**config.mk**
```make
export PLATFORM = sky130hd
export DESIGN_NAME = ifu
export DESIGN_NICKNAME = d
export VERILOG_FILES = /design/src/rtl/ifu.sv
export SDC_FILE = /design/constraint.sdc
export NUM_CORES = 1
export LEC_CHECK = 0
export CORE_MARGIN = 3
export CORE_UTILIZATION = 25
export CTS_BUF_LIST = sky130_fd_sc_hd__clkbuf_4
export DETAILED_ROUTE_END_ITERATION = 7
export HOLD_SLACK_MARGIN = 0.08
export SETUP_SLACK_MARGIN = 0.5
export SYNTH_ARGS = -nofsm -noshare
export SYNTH_HDL_FRONTEND = slang
export SYNTH_SLANG_ARGS = --single-unit
```
**constraint.sdc**
```tcl
create_clock -name clk -period 3.07 [get_ports clk]
set_input_delay 0.307 -clock clk [delete_from_list [all_inputs] [get_ports clk]]
set_output_delay 0.307 -clock clk [all_outputs]
set_load 0.005 [all_outputs]
```
**src/rtl/ifu.sv**
```systemverilog
// Instruction fetch unit: issues one read at a time on the instruction bus and buffers the result for decode.
// Optional macro IFU_PERF_CNT_EN enables the fetch/stall performance counters.
module ifu (
    input  logic        clk,
    input  logic        rst,
    input  logic        fetch_req,
    input  logic [31:0] fetch_pc,
    input  logic        flush,
    output logic        inst_ar_valid,
    input  logic        inst_ar_ready,
    output logic [31:0] inst_araddr,
    input  logic        inst_r_valid,
    output logic        inst_r_ready,
    input  logic [31:0] inst_r_data,
    input  logic [1:0]  inst_r_resp,
    output logic        if_id_valid,
    output logic [31:0] if_id_pc,
    output logic [31:0] if_id_inst,
    output logic        if_id_fault,
    input  logic        id_ready,
    output logic        if_id_ready,
    output logic        if_idle,
    output logic [31:0] perf_fetch_cnt,
    output logic [31:0] perf_stall_cnt
);

    localparam logic [31:0] NOP_INST = 32'h0000_0013;

    typedef enum logic [1:0] {
        IDLE = 2'd0,
        ADDR = 2'd1,
        DATA = 2'd2,
        HOLD = 2'd3
    } state_t;

    state_t      r_state;
    state_t      w_next;
    logic        r_discard;
    logic        r_ar_valid;
    logic        r_r_ready;
    logic        r_idle;
    logic [31:0] r_araddr;
    logic        r_pkt_valid;
    logic [31:0] r_pkt_pc;
    logic [31:0] r_pkt_inst;
    logic        r_pkt_fault;

    logic        w_misaligned;
    logic        w_load_pc;
    logic        w_fault_pkt;
    logic        w_load_data;
    logic        w_clr_valid;
    logic        w_set_discard;
    logic        w_clr_discard;
    logic        w_handoff;
    logic        w_rsp_err;

    assign w_misaligned = (fetch_pc[1:0] != 2'b00);
    assign w_rsp_err    = (inst_r_resp != 2'b00);
    assign w_handoff    = r_pkt_valid & id_ready & ~flush;

    always_comb begin
        w_next        = r_state;
        w_load_pc     = 1'b0;
        w_fault_pkt   = 1'b0;
        w_load_data   = 1'b0;
        w_clr_valid   = 1'b0;
        w_set_discard = 1'b0;
        w_clr_discard = 1'b0;
        case (r_state)
            IDLE: begin
                if (fetch_req && !flush) begin
                    w_load_pc = 1'b1;
                    if (w_misaligned) begin
                        w_fault_pkt = 1'b1;
                        w_next      = HOLD;
                    end else begin
                        w_next = ADDR;
                    end
                end
            end
            ADDR: begin
                // A redirect cannot retract the request; remember to drop its response.
                if (flush)
                    w_set_discard = 1'b1;
                if (inst_ar_ready)
                    w_next = DATA;
            end
            DATA: begin
                if (inst_r_valid) begin
                    w_clr_discard = 1'b1;
                    if (r_discard || flush) begin
                        w_next = IDLE;
                    end else begin
                        w_load_data = 1'b1;
                        w_next      = HOLD;
                    end
                end else if (flush) begin
                    w_set_discard = 1'b1;
                end
            end
            HOLD: begin
                if (flush) begin
                    w_clr_valid = 1'b1;
                    w_next      = IDLE;
                end else if (id_ready) begin
                    w_clr_valid = 1'b1;
                    if (fetch_req) begin
                        w_load_pc = 1'b1;
                        if (w_misaligned) begin
                            w_fault_pkt = 1'b1;
                            w_next      = HOLD;
                        end else begin
                            w_next = ADDR;
                        end
                    end else begin
                        w_next = IDLE;
                    end
                end
            end
            default: w_next = IDLE;
        endcase
    end

    always_ff @(posedge clk or negedge rst) begin
        if (!rst)
            r_state <= IDLE;
        else
            r_state <= w_next;
    end

    // Bus handshake outputs and idle flag are registered decodes of the next state.
    always_ff @(posedge clk or negedge rst) begin
        if (!rst) begin
            r_ar_valid <= 1'b0;
            r_r_ready  <= 1'b0;
            r_idle     <= 1'b1;
            r_discard  <= 1'b0;
            r_araddr   <= '0;
        end else begin
            r_ar_valid <= (w_next == ADDR);
            r_r_ready  <= (w_next == DATA);
            r_idle     <= (w_next == IDLE);
            if (w_clr_discard)
                r_discard <= 1'b0;
            else if (w_set_discard)
                r_discard <= 1'b1;
            if (w_load_pc && !w_misaligned)
                r_araddr <= fetch_pc;
        end
    end

    always_ff @(posedge clk or negedge rst) begin
        if (!rst) begin
            r_pkt_valid <= 1'b0;
            r_pkt_pc    <= '0;
            r_pkt_inst  <= '0;
            r_pkt_fault <= 1'b0;
        end else if (w_fault_pkt) begin
            r_pkt_valid <= 1'b1;
            r_pkt_pc    <= fetch_pc;
            r_pkt_inst  <= NOP_INST;
            r_pkt_fault <= 1'b1;
        end else if (w_load_data) begin
            r_pkt_valid <= 1'b1;
            r_pkt_pc    <= r_araddr;
            r_pkt_inst  <= w_rsp_err ? NOP_INST : inst_r_data;
            r_pkt_fault <= w_rsp_err;
        end else if (w_clr_valid) begin
            r_pkt_valid <= 1'b0;
        end
    end

`ifdef IFU_PERF_CNT_EN
    logic [31:0] r_fetch_cnt;
    logic [31:0] r_stall_cnt;

    always_ff @(posedge clk or negedge rst) begin
        if (!rst) begin
            r_fetch_cnt <= '0;
            r_stall_cnt <= '0;
        end else begin
            if (w_handoff)
                r_fetch_cnt <= r_fetch_cnt + 32'd1;
            if (r_pkt_valid && !id_ready)
                r_stall_cnt <= r_stall_cnt + 32'd1;
        end
    end

    assign perf_fetch_cnt = r_fetch_cnt;
    assign perf_stall_cnt = r_stall_cnt;
`else
    assign perf_fetch_cnt = '0;
    assign perf_stall_cnt = '0;
`endif

    assign inst_ar_valid = r_ar_valid;
    assign inst_araddr   = r_araddr;
    assign inst_r_ready  = r_r_ready;
    assign if_id_valid   = r_pkt_valid;
    assign if_id_pc      = r_pkt_pc;
    assign if_id_inst    = r_pkt_inst;
    assign if_id_fault   = r_pkt_fault;
    assign if_id_ready   = w_handoff;
    assign if_idle       = r_idle;

endmodule

```
==> summary.txt <==
Clock tree
  – H-tree depth: 3
  – Clk_lat worst skew: 0.47 ns
  – CTS clk-pin slew, worst paths: 0.16 ns
  – Post_cts resized: 0
  – Clk sinks: 104
  – CTS tree: done
  – CTS Buffer Depth: 2
  – CTS root buf: clkbuf_4
  – TritonCTS Buffers: 9
  – Postcts setup bufs: 0

Floorplanning
  – DIE AREA: 20700 sq um
  – Area of the core: between 15000 and 20000 sq um
  – DIE WIDTH: 144 um
  – I/O pin cnt: 239
  – Starting density of the core: 0.260
  – Chip height: roughly 140 um
  – Num rows: 49

Worst setup path
  – Worst path max stage delay: 0.46 ns
  – Worst path depth: 7
  – CP Launch Type: flop
  – Slowest cell on crit path: nor2_2
  – Peak fanout along the critical path: 19
  – Worst EP required: 3.48 ns
  – Endpoint class of the critical path: flop
  – Arrival time at the worst endpoint: approximately 2.7 ns
  – CP top delay family: simple AND/OR/NAND/NOR gates
  – CP Class: flop to flop
  – Worst path cell trace: inv_1 -> ha_1 -> a21oi_1 -> nor4b_4 -> nor2_2 -> buf_4 -> a22o_1
  – WP buf/inv: 2
  – Reg2reg path depth: 7

Pwr
  – Internal power: ~3.6 mW
  – Seq pwr share: 0.429
  – Net Sw Frac: 0.306
  – Switch Pwr: about 1.6 mW
  – IR drop worst, VDD: roughly 0.00037 V
  – Clock power frac: 0.156
  – Pwr per Cell Area: 781 nW/um^2
  – Logic pwr share: 0.416
  – Static Leak: 2.85 nW

Layout
  – Inserted Diodes: 0
  – # fillers: between 1500 and 2000
  – NumNets Final: ~640
  – Fraction of layout cells with a size suffix above 1: 0.107
  – Final core occ: 0.366
  – Layout area overhead: 41.0%

Hold path
  – Hold Path Class: input pin to asynchronous set/reset pin

Route
  – Post-DRT Antenna Nets: 0
  – DRC errors left: 0
  – WL/cell: 15.5 um
  – Via Count: around 3400
  – Vias per Instance: 4.23
  – DRT iter0 DRCs: between 100 and 150
  – DRT Pass-1 Iters: 4
  – DRT Wirelength: 12400 um

Timing
  – Setup TNS: 0 ns
  – Relative slew slack: 0.579
  – Max Clk Rate: 434 MHz
  – Hold Violations, Final: 0
  – Unrepaired setup endpoints after global routing: false
  – Max-slew violation count: 0
  – Fin crit share: 0.751
  – # setup viols final: 0
  – Clk_skew: about 0.0079 ns
  – Minimum clock period: around 2.3 ns
  – Slew @ Worst Pin: approximately 0.63 ns

Placed design
  – Buffers on Ports: about 170
  – Post-DP HPWL: 8910 um
  – GPL Wtd Cong: approximately 0.73

Global route
  – Total track usage: 0.117
  – Total gr overflow: 0
  – Antenna violations before repair: 0
  – First-pass GRT wire length: 18700 um
  – Largest net degree at the start of global routing: 60
  – Vias in the first global route: between 3000 and 4000

Run
  – Max Cap Viol: 0

Outcome
  – Status: complete, no violations

Yosys
  – Async S/R FF share, synth: 1.00
  – Warnings from Yosys: 0
  – Synth Flop Type: dfrtp_1
  – Synth Register Bits: around 100
  – Sequential share of the synthesized area: 0.547
  – Synthesized area: around 4800 sq um
  – Number of synthesized flops with an enable pin: 0
  – Synthesized instance count: just under 400
  – Distinct cells, synth: 35
  – Mean post-synth cell area: 12.2 sq um
==> cells in the mapped netlist, drive strengths merged (2+ instances only) <==
library cell	count	area [sq um]
dfrtp	103	2580
buf	79	563
nand2	37	139
mux2i	33	330
o21ai	33	165
mux2	30	338
a22o	29	254
nor2b	6	37.5
clkbuf	5	22.5
ha	5	62.6
nor2	4	15.0
a21oi	3	15.0
o32a	3	30.0
inv	2	7.51
nand2b	2	12.5
nor4b	2	38.8
o31ai	2	15.0
or2	2	12.5
==> power by group through the flow <==
stage / Sequential [mW] / Clock [mW] / Combinational (mW)
after floorplan: 2.26 / 0 / 0.877
after global placement: 2.27 / 0 / 2.16
after detailed placement: 2.27 / 0 / 2.21
after CTS: 2.26 / 0.865 / 2.22
after global routing: 2.32 / 0.910 / 2.38
final: 2.25 / 0.816 / 2.18
==> kinds of logic after synthesis <==
family / count (synthesis) / synth area share
AOI/OAI and AO/OA: 74 / 0.107
other: 1 / 0.000787
adders and majority gates: 5 / 0.0131
buffers and inverters: 86 / 0.125
muxes: 63 / 0.140
and+or+nand+nor: 59 / 0.0675
DFF: 104 / 0.547
==> layout by cell type (no fill, tap or decap), types with 2 or more instances in the layout <==
master           instances
o21ai_0                 26
nand2b_1                 2
ha_1                     5
mux2_2                  28
inv_1                    2
clkbuf_4                11
buf_4                    8
nor2_1                   3
nand2_1                 37
a21oi_1                  3
conb_1                  64
or2_2                    2
mux2_1                   2
o31ai_1                  2
nor4b_4                  2
o32a_1                   3
mux2i_1                 33
buf_12                   2
dfrtp_1                103
a22o_1                  29
o21ai_1                  7
nor2b_1                  6
clkdlybuf4s50_1        173
bufinv_16                2
==> sequential cells by signal (all words and copies together), names as in the netlist <==
register and flops:
r_discard 1, if_id_fault 1, if_id_inst 32, inst_ar_valid 1, if_id_valid 1, inst_r_ready 1
inst_araddr 32, if_id_pc 32, r_state 2, if_idle 1
==> metrics by stage <==
step / total power [mW] / worst slack (ns) / instances / hold WS (ns) / cell area (sq um)
global placement: 4.43 / 0.724 / 783 / 0.357 / 6540
global route: 5.61 / 0.572 / 800 / 0.348 / 6720
CTS: 5.34 / 0.749 / 800 / 0.328 / 6720
detailed placement: 4.48 / 0.649 / 783 / 0.368 / 6540
finish: 5.24 / 0.765 / 800 / 0.376 / 6720
floorplan: 3.14 / 1.15 / 455 / 0.0114 / 5000
==> cell type report <==
class | count | area, sq um | area share
clock buffer | 11 | 82.6 | 0.0123
clock inverter | 5 | 80.1 | 0.0119
inverter | 2 | 7.51 | 0.00112
multi-input combinational | 265 | 1810 | 0.270
sequential | 104 | 2600 | 0.388
tap | 229 | 287 | 0.0427
timing repair buffer | 184 | 1840 | 0.274
==> worst paths after layout <==
| kind | slack [ns] | endpoint | start |
|---|---|---|---|
| worst max register to register | 0.76 | if_id_inst[11] | r_state[0] |
| worst min-delay path | 0.38 | inst_araddr[24] | rst |
| worst min register to register | 0.52 | if_id_inst[10] | if_id_inst[10] |
| min in group clk | 0.39 | if_id_pc[11] | fetch_pc[11] |
| max in group asynchronous | 1.94 | if_id_inst[24] | rst |
| worst max-delay path | 0.76 | if_id_inst[11] | r_state[0] |
==> routing by layer <==
layer  wire length [um]  part of all wire  global-route usage  up-vias
li1                   -                 -                   -     1589
met1               5300              0.43               0.146     1644
met2               5950              0.48               0.193      138
met3                879             0.071              0.0327       15
met4                248             0.020              0.0446        0
met5                  0                 0                   0        -
==> repair_timing <==
item	in CTS	in global routing
hold buffers	1	0
setup endpoints to repair	0	0
hold endpoints to repair	44	0
(Power assumes the default switching activity.)
